`src/rtl/core_lock_monitor.sv`:
```
// core_lock_monitor: per-core LP lock tracking between the event dispatcher
// and the core array. Stalls cores whose LP is held elsewhere, hands the lock
// to the oldest waiter on retire, forwards history sizes and reports the
// minimum active timestamp for GVT.
module core_lock_monitor #(
   parameter int NUM_CORE      = 8,
   parameter int NB_COREID     = $clog2(NUM_CORE),
   parameter int NUM_LP        = 64,
   parameter int NB_LPID       = $clog2(NUM_LP),
   parameter int TIME_WID      = 16,
   parameter int NB_HIST_DEPTH = 4,
   parameter int CNT_WID       = 16
) (
   input  logic                              clk,
   input  logic                              reset_n,
   input  logic                              disp_vld,
   input  logic [NB_COREID-1:0]              disp_core_id,
   input  logic [NB_LPID-1:0]                disp_lp_id,
   input  logic [TIME_WID-1:0]               disp_time,
   input  logic                              ret_vld,
   input  logic [NB_COREID-1:0]              ret_core_id,
   input  logic [NB_HIST_DEPTH-1:0]          ret_hist_size,
   input  logic                              cnt_clr,
   output logic [NUM_CORE-1:0]               stall,
   output logic [NUM_CORE-1:0]               wake,
   output logic [TIME_WID-1:0]               min_time,
   output logic                              min_time_vld,
   output logic [NB_HIST_DEPTH*NUM_CORE-1:0] core_hist_cnt,
   output logic [CNT_WID*NUM_CORE-1:0]       stall_cnt,
   output logic                              err
);

   logic [NUM_CORE-1:0]      active_q, active_d;
   logic [NUM_CORE-1:0]      stall_q, stall_d;
   logic [NUM_CORE-1:0]      wake_q, wake_d;
   logic                     err_q, err_d;
   logic [NB_LPID-1:0]       lp_q        [NUM_CORE];
   logic [NB_LPID-1:0]       lp_d        [NUM_CORE];
   logic [TIME_WID-1:0]      time_q      [NUM_CORE];
   logic [TIME_WID-1:0]      time_d      [NUM_CORE];
   logic [NB_HIST_DEPTH-1:0] core_hist_q [NUM_CORE];
   logic [NB_HIST_DEPTH-1:0] core_hist_d [NUM_CORE];
   logic [CNT_WID-1:0]       cnt_q       [NUM_CORE];
   logic [CNT_WID-1:0]       cnt_d       [NUM_CORE];
   logic [NB_HIST_DEPTH-1:0] lp_hist_q   [NUM_LP];
   logic [NB_HIST_DEPTH-1:0] lp_hist_d   [NUM_LP];

   // Scratch values of the next-state computation
   logic [NB_LPID-1:0]       ret_lp;
   logic                     ret_active;
   logic                     disp_active;
   logic [NUM_CORE-1:0]      win_oh;
   logic                     win_found;
   logic [TIME_WID-1:0]      win_time;
   logic                     holder;
   logic [NB_HIST_DEPTH-1:0] disp_hist;

   // Next state: retire (with lock hand-off) first, then dispatch against the post-retire view
   always_comb begin
      active_d    = active_q;
      stall_d     = stall_q;
      wake_d      = '0;
      err_d       = err_q;
      lp_d        = lp_q;
      time_d      = time_q;
      core_hist_d = core_hist_q;
      lp_hist_d   = lp_hist_q;
      ret_lp      = '0;
      ret_active  = 1'b0;
      disp_active = 1'b0;
      win_oh      = '0;
      win_found   = 1'b0;
      win_time    = '0;
      holder      = 1'b0;
      disp_hist   = '0;

      // Looked up by loop so out-of-range ids (NUM_CORE not a power of two) read as inactive
      for (int i = 0; i < NUM_CORE; i++) begin
         if (NB_COREID'(i) == ret_core_id) begin
            ret_lp     = lp_q[i];
            ret_active = active_q[i];
         end
         if (NB_COREID'(i) == disp_core_id) begin
            disp_active = active_q[i];
         end
      end

      // Oldest waiter on the retiring LP; strict compare keeps the lowest id on ties
      for (int i = 0; i < NUM_CORE; i++) begin
         if (ret_vld && active_q[i] && stall_q[i] && (lp_q[i] == ret_lp) &&
             (NB_COREID'(i) != ret_core_id)) begin
            if (!win_found || (time_q[i] < win_time)) begin
               win_found = 1'b1;
               win_time  = time_q[i];
               win_oh    = '0;
               win_oh[i] = 1'b1;
            end
         end
      end

      if (ret_vld) begin
         if (!ret_active) begin
            err_d = 1'b1;
         end
         for (int i = 0; i < NUM_CORE; i++) begin
            if (NB_COREID'(i) == ret_core_id) begin
               active_d[i] = 1'b0;
               stall_d[i]  = 1'b0;
            end
            if (win_oh[i]) begin
               stall_d[i]     = 1'b0;
               core_hist_d[i] = ret_hist_size;
            end
         end
         for (int j = 0; j < NUM_LP; j++) begin
            if (NB_LPID'(j) == ret_lp) begin
               lp_hist_d[j] = ret_hist_size;
            end
         end
         wake_d = win_oh;
      end

      // History size for the dispatched core, bypassing a same-cycle retire on that LP
      for (int j = 0; j < NUM_LP; j++) begin
         if (NB_LPID'(j) == disp_lp_id) begin
            disp_hist = lp_hist_q[j];
         end
      end
      if (ret_vld && (ret_lp == disp_lp_id)) begin
         disp_hist = ret_hist_size;
      end

      // Any other core still active on the LP (woken cores included) holds the lock
      for (int i = 0; i < NUM_CORE; i++) begin
         if ((NB_COREID'(i) != disp_core_id) && active_d[i] && (lp_q[i] == disp_lp_id)) begin
            holder = 1'b1;
         end
      end

      if (disp_vld) begin
         if (disp_active && !(ret_vld && (ret_core_id == disp_core_id))) begin
            err_d = 1'b1;
         end
         for (int i = 0; i < NUM_CORE; i++) begin
            if (NB_COREID'(i) == disp_core_id) begin
               active_d[i]    = 1'b1;
               stall_d[i]     = holder;
               lp_d[i]        = disp_lp_id;
               time_d[i]      = disp_time;
               core_hist_d[i] = disp_hist;
            end
         end
      end
   end

   // Stall-cycle counters: count on the registered stall, saturate, clear wins
   always_comb begin
      for (int i = 0; i < NUM_CORE; i++) begin
         cnt_d[i] = cnt_q[i];
         if (cnt_clr) begin
            cnt_d[i] = '0;
         end else if (stall_q[i] && !(&cnt_q[i])) begin
            cnt_d[i] = cnt_q[i] + CNT_WID'(1);
         end
      end
   end

   // State registers with asynchronous clear
   always_ff @(posedge clk or negedge reset_n) begin
      if (!reset_n) begin
         active_q <= '0;
         stall_q  <= '0;
         wake_q   <= '0;
         err_q    <= 1'b0;
         for (int i = 0; i < NUM_CORE; i++) begin
            lp_q[i]        <= '0;
            time_q[i]      <= '0;
            core_hist_q[i] <= '0;
            cnt_q[i]       <= '0;
         end
         for (int j = 0; j < NUM_LP; j++) begin
            lp_hist_q[j] <= '0;
         end
      end else begin
         active_q    <= active_d;
         stall_q     <= stall_d;
         wake_q      <= wake_d;
         err_q       <= err_d;
         lp_q        <= lp_d;
         time_q      <= time_d;
         core_hist_q <= core_hist_d;
         cnt_q       <= cnt_d;
         lp_hist_q   <= lp_hist_d;
      end
   end

   // Minimum timestamp over active cores, zero when none are active
   always_comb begin
      min_time     = '0;
      min_time_vld = 1'b0;
      for (int i = 0; i < NUM_CORE; i++) begin
         if (active_q[i] && (!min_time_vld || (time_q[i] < min_time))) begin
            min_time     = time_q[i];
            min_time_vld = 1'b1;
         end
      end
   end

   assign stall = stall_q;
   assign wake  = wake_q;
   assign err   = err_q;

   for (genvar gi = 0; gi < NUM_CORE; gi++) begin : g_pack
      assign core_hist_cnt[gi*NB_HIST_DEPTH +: NB_HIST_DEPTH] = core_hist_q[gi];
      assign stall_cnt[gi*CNT_WID +: CNT_WID]                 = cnt_q[gi];
   end

endmodule
```
`config.mk`:
```
export PLATFORM = sky130hd
export DESIGN_NAME = core_lock_monitor
export DESIGN_NICKNAME = d
export VERILOG_FILES = /design/src/rtl/core_lock_monitor.sv
export SDC_FILE = /design/constraint.sdc
export NUM_CORES = 2
export LEC_CHECK = 0
export CAP_MARGIN = 20
export CELL_PAD_IN_SITES_DETAIL_PLACEMENT = 1
export CELL_PAD_IN_SITES_GLOBAL_PLACEMENT = 2
export CORE_MARGIN = 10
export CORE_UTILIZATION = 35
export DETAILED_ROUTE_END_ITERATION = 10
export PLACE_DENSITY = 0.82
export SYNTH_ARGS = -nofsm -noshare
export SYNTH_HDL_FRONTEND = slang
export SYNTH_SLANG_ARGS = --single-unit
export TNS_END_PERCENT = 5
```
`constraint.sdc`:
```
create_clock -name clk -period 19.4 [get_ports clk]
set_input_delay 3.88 -clock clk [delete_from_list [all_inputs] [get_ports clk]]
set_output_delay 3.88 -clock clk [all_outputs]
set_load 0.02 [all_outputs]
```
* Yosys cells after proc, flatten, opt, wreduce, memory -nomap -nowiden
Cells that the tools add are included.
Storage, ports and cells: bits in registers 617, output and inout port bits 194, logic and storage cells 728, input port bits 37
Operators by class: magnitude comparators 14, reduce and logical (&&, ||, !) cells 197, $add $sub $neg 8, eq/ne operators 172, multiplexer cells 237
Operators by type and width (count):
- 16-bit 2-to-1 mux | 37
- 6-bit == test, first input constant | 64
- 4-bit 2-to-1 mux | 81
- 16-bit less-than comparator | 14
- 5-bit by 6-bit == test with 1-bit output, first input constant | 32
- 8-bit 2-to-1 mux | 19
- 2-bit AND reduction | 72
- 16-bit by 1-bit adder with 16-bit output, second input constant | 8
- 16-bit AND reduction | 8
- 6-bit == test | 17
- 4-bit by 6-bit == test with 1-bit output, first input constant | 16
- 1-bit 2-to-1 mux | 90
- 1-bit logical AND | 66
- 32-bit 2-to-1 mux | 2
- 3-bit by 6-bit == test with 1-bit output, first input constant | 8
- 6-bit 2-to-1 mux | 8
- 2-bit by 6-bit == test with 1-bit output, first input constant | 4
- 3-bit == test, first input constant | 8
- 3-bit inequality test, first input constant | 8
- 1-bit zero test | 23
- 2-bit nonzero test | 8
- 1-bit logical OR | 14
- 1-bit by 6-bit == test with 1-bit output, first input constant | 2
- 2-bit by 3-bit == test with 1-bit output, first input constant | 4
- 7 further kinds | 15

* Logic depth before layout (Yosys ltp)
word-level depth 68, depth in mapped cells 105, depth with buffers taken out 92

* Least setup slack after synthesis
OpenSTA, ideal clock, no wires.
path kind in2reg, start input ret_core_id[1], end register core_hist_q, in the netlist core_hist_cnt[23], required time 19.254 ns, path buffers 14, path slack -3.334 ns, data arrival time 22.588 ns, cell stages on the path 97, setup time 0.146 ns, cells stage by stage buf_6 buf_6 buf_6 buf_6 o311a_1 buf_2 a21o_1 a211o_1 nor3_2 clkbuf_1 nand2_1 ha_1 a2111oi_0 o21ai_0 a31o_2 a21oi_1 and2_1 nor4_4 [... 61 more ...] buf_2 mux2_2 ha_1 a21o_1 a21oi_1 nor2b_1 o21ai_0 nand2b_1 a21oi_1 nor2b_1 o21ai_0 and3_1 o21ai_2 o211a_1 a32oi_4 a21oi_2 mux2i_1 mux2i_1
RTL lines:
- start, declared | line 21 | input logic [NB_COREID-1:0] ret_core_id,
- end signal, assigned | line 191 | core_hist_q <= core_hist_d;
- end, declared | line 41 | logic [NB_HIST_DEPTH-1:0] core_hist_q [NUM_CORE];

==> summary.txt <==
Drt
  – WL per Instance: 24.8 um
  – Final WL: 159000 um
  – Via Count: 35.8k
  – Initial drt markers: 2390
  – DR DRC count: 0
  – Vias per inst: 5.60
  – TritonRoute pass-1 iters: 5
  – DRT antenna net count: 0

Worst setup path
  – CP peak stage delay: 0.36 ns
  – CP endpoint kind: flip-flop
  – WP data required: 19.88 ns
  – Reg2reg setup slack: 1.89 ns
  – Setup CP Type: in -> reg
  – Critical Path Start Type: primary input
  – CP dominant cell by count: a21o_1
  – Slowest CP cell: nor4_4
  – Crit path DAT: 21.04 ns
  – Crit path max fanout: 11

Floorplanning
  – Num rows: 123
  – IO Pins: 231
  – Full die area: 127000 um2
  – Core area: 112000 um2
  – Initial Util: 35.2%
  – Die Ht: 356 um
  – Die width: 356 um

Placed design
  – GP Congestion: 0.940
  – IO Port Bufs: 230
  – Worst slack, placed: -2.32 ns
  – DP HPWL: 115000 um

Power and ir drop
  – Static leakage: 22.9 nW
  – Pwr dens: 120 nW/um2
  – Worst vdd ir: 0.0821 mV
  – Total power: 6.25 mW

Timing
  – FMAX: 48.6 MHz
  – Skew final: 0.0356 ns
  – Slew HR: 19.2%
  – Worst setup margin: -1.16 ns
  – Setup violators final: 64
  – Worst-margin pin slew: 1.21 ns
  – Hold violation count in the final report: 0
  – Fin crit share: 106%
  – Minimum clock period: 20.56 ns
  – RSZ-0062 raised after global routing: true
  – Fin. max-slew vios: 0

Logic synthesis
  – Post-synth top cells: 617 x dfrtp_1, 453 x mux2_2, 408 x nand2_1, 348 x nor2_1, 225 x o21ai_0
  – Most common cell in the netlist: dfrtp_1
  – Post-synth ARST share: 100%
  – Synth area leader: dfrtp_1
  – Post-Syn Nets: 4372
  – Yosys cell types: 102
  – Synth Instances: 4117
  – EDFF count, synth: 0
  – Yosys Warn Count: 0
  – Seq/Total Area, Yosys: 39.0%
  – Mean Syn Cell Area: 9.61 um2
  – Synth top area cells: dfrtp_1 39%, mux2_2 13%, ha_1 6.9%
  – Flops & latches, synth: 617
  – Prevailing post-synth register cell: dfrtp_1
  – Share of Yosys cell area claimed by the top area cell type: 39.0%
  – Post-synthesis cell area: 39600 um2

Final layout
  – Fillers: 12.5k
  – Final layout net count: 5087
  – Layout area overhead: 31.7%
  – Utilization after layout: 46.4%
  – Ratio of cells with drive above 1 in the final layout: 30.2%

Global route
  – Largest net degree at the start of global routing: 166
  – Overflow left after global routing: 0
  – Via count of the first global-routing pass: 37.9k
  – Total GRT Usage: 24.1%
  – First-pass GRT wire length: 240000 um
  – Initial antenna violation count: 4

Status
  – Failing checks: setup timing
  – Status: finished, violations left

Clock tree
  – Reg clk slew, reported paths: 0.06 ns
  – CTS Buf Count: 78
  – H-tree depth: 3
  – Clk root buf: clkbuf_16
  – Clk sink count: 617
  – Max clock buf depth: 3
  – CTS tree: done
  – Latest clock arrival within the worst-skew pair: 0.68 ns

Flow run
  – Max-cap violation count: 0

Hold path
  – Hold Crit Class: reg -> reg
## routing by layer
| metal | vias up | share of wire (%) | global-route usage (%) |
|---|---|---|---|
| li1 | 16169 | - | - |
| met1 | 18451 | 43 | 30.9 |
| met2 | 890 | 48 | 41.3 |
| met3 | 275 | 4.7 | 3.60 |
| met4 | 0 | 3.7 | 8.00 |
| met5 | - | 0 | 0 |
## critical path, delay by kind of cell
family | cells | cell delay, ns
xor+xnor | 1 | 0.16
simple gates | 21 | 3.03
mux | 7 | 1.70
buf+inv | 20 | 3.10
compound gates | 43 | 7.54
fa+ha+maj | 7 | 1.57
## cell usage in the layout, fill, tap and decap left out, types with 128 or more instances in the layout
| master | n |
|---|---|
| clkdlybuf4s50_1 | 201 |
| nand2_1 | 394 |
| a21oi_1 | 149 |
| o21ai_0 | 178 |
| buf_4 | 569 |
| mux2_2 | 441 |
| dfrtp_1 | 616 |
| mux2i_1 | 128 |
| ha_1 | 183 |
| nor2_1 | 340 |
| inv_1 | 203 |
## cell families (layout without fill, tap and decap cells)
kind of cell / count (synthesis) / count (layout) / share of synthesized area, %
buffers and inverters: 414 / 1189 / 4.20
flip-flops: 617 / 617 / 39.0
XOR/XNOR: 191 / 191 / 4.23
AO/OA/AOI/OAI: 766 / 766 / 12.7
multiplexers: 617 / 617 / 17.1
AND/OR/NAND/NOR: 1294 / 1295 / 15.8
other: 0 / 2 / 0
adder cells (fa/ha/maj): 218 / 218 / 6.89
## layout make-up
| cell class | instances | area [um2] | area share, % |
|---|---|---|---|
| clock inverter | 26 | 398 | 0.764 |
| inverter | 212 | 800 | 1.53 |
| timing repair buffer | 836 | 7240 | 13.9 |
| antenna | 2 | 5.00 | 0.00960 |
| sequential | 617 | 15400 | 29.6 |
| tap | 1500 | 1880 | 3.60 |
| clock buffer | 115 | 2330 | 4.48 |
| multi-input combinational | 3087 | 24000 | 46.1 |
## per-stage QoR
step / area (um2) / TNS [ns] / cells / hold WS, ns
2_1_floorplan: 40000 / -56.57 / 4117 / 0.472
6_report: 52100 / -50.04 / 6395 / 0.500
3_5_place_dp: 47200 / -129.28 / 6160 / 0.489
3_3_place_gp: 47200 / -103.63 / 6159 / 0.482
4_1_cts: 51400 / -31.88 / 6363 / 0.504
5_1_grt: 52100 / -103.40 / 6395 / 0.514
## flip-flops by register name, summed over array words and instances, names as in the netlist
| name | cells |
|---|---|
| wake | 8 |
| active_q | 8 |
| stall | 8 |
| lp_q | 48 |
| lp_hist_q | 256 |
| stall_cnt | 128 |
| time_q | 128 |
| core_hist_cnt | 32 |
| err | 1 |
## worst paths after layout
kind	startpoint	to	cells past startpoint
setup / recovery	ret_core_id[0]	core_hist_cnt[7]	99
hold / removal	lp_hist_q[48]	lp_hist_q[48]	1
setup reg to reg	lp_q[44]	core_hist_cnt[7]	97
hold reg to reg	lp_hist_q[48]	lp_hist_q[48]	1
max in group asynchronous	reset_n	stall_cnt[45]	5
min in group asynchronous	reset_n	lp_hist_q[185]	1
## power by group
part / total (mW) / internal [mW] / switching [mW]
sequential: 1.85 / 1.57 / 0.280
clock: 1.55 / 0.920 / 0.630
combinational: 2.85 / 1.45 / 1.40
total: 6.25 / 3.94 / 2.31
## timing repair
| item | CTS | global route |
|---|---|---|
| hold buffers | 0 | 0 |
| endpoints found under the setup margin | 64 | 64 |
| cloned | 7 | 2 |
| resized for setup | 281 | 94 |
| buffers inserted | 55 | 28 |
| pin swaps | 77 | 62 |
Note: power is estimated with default switching activity, not from simulation.
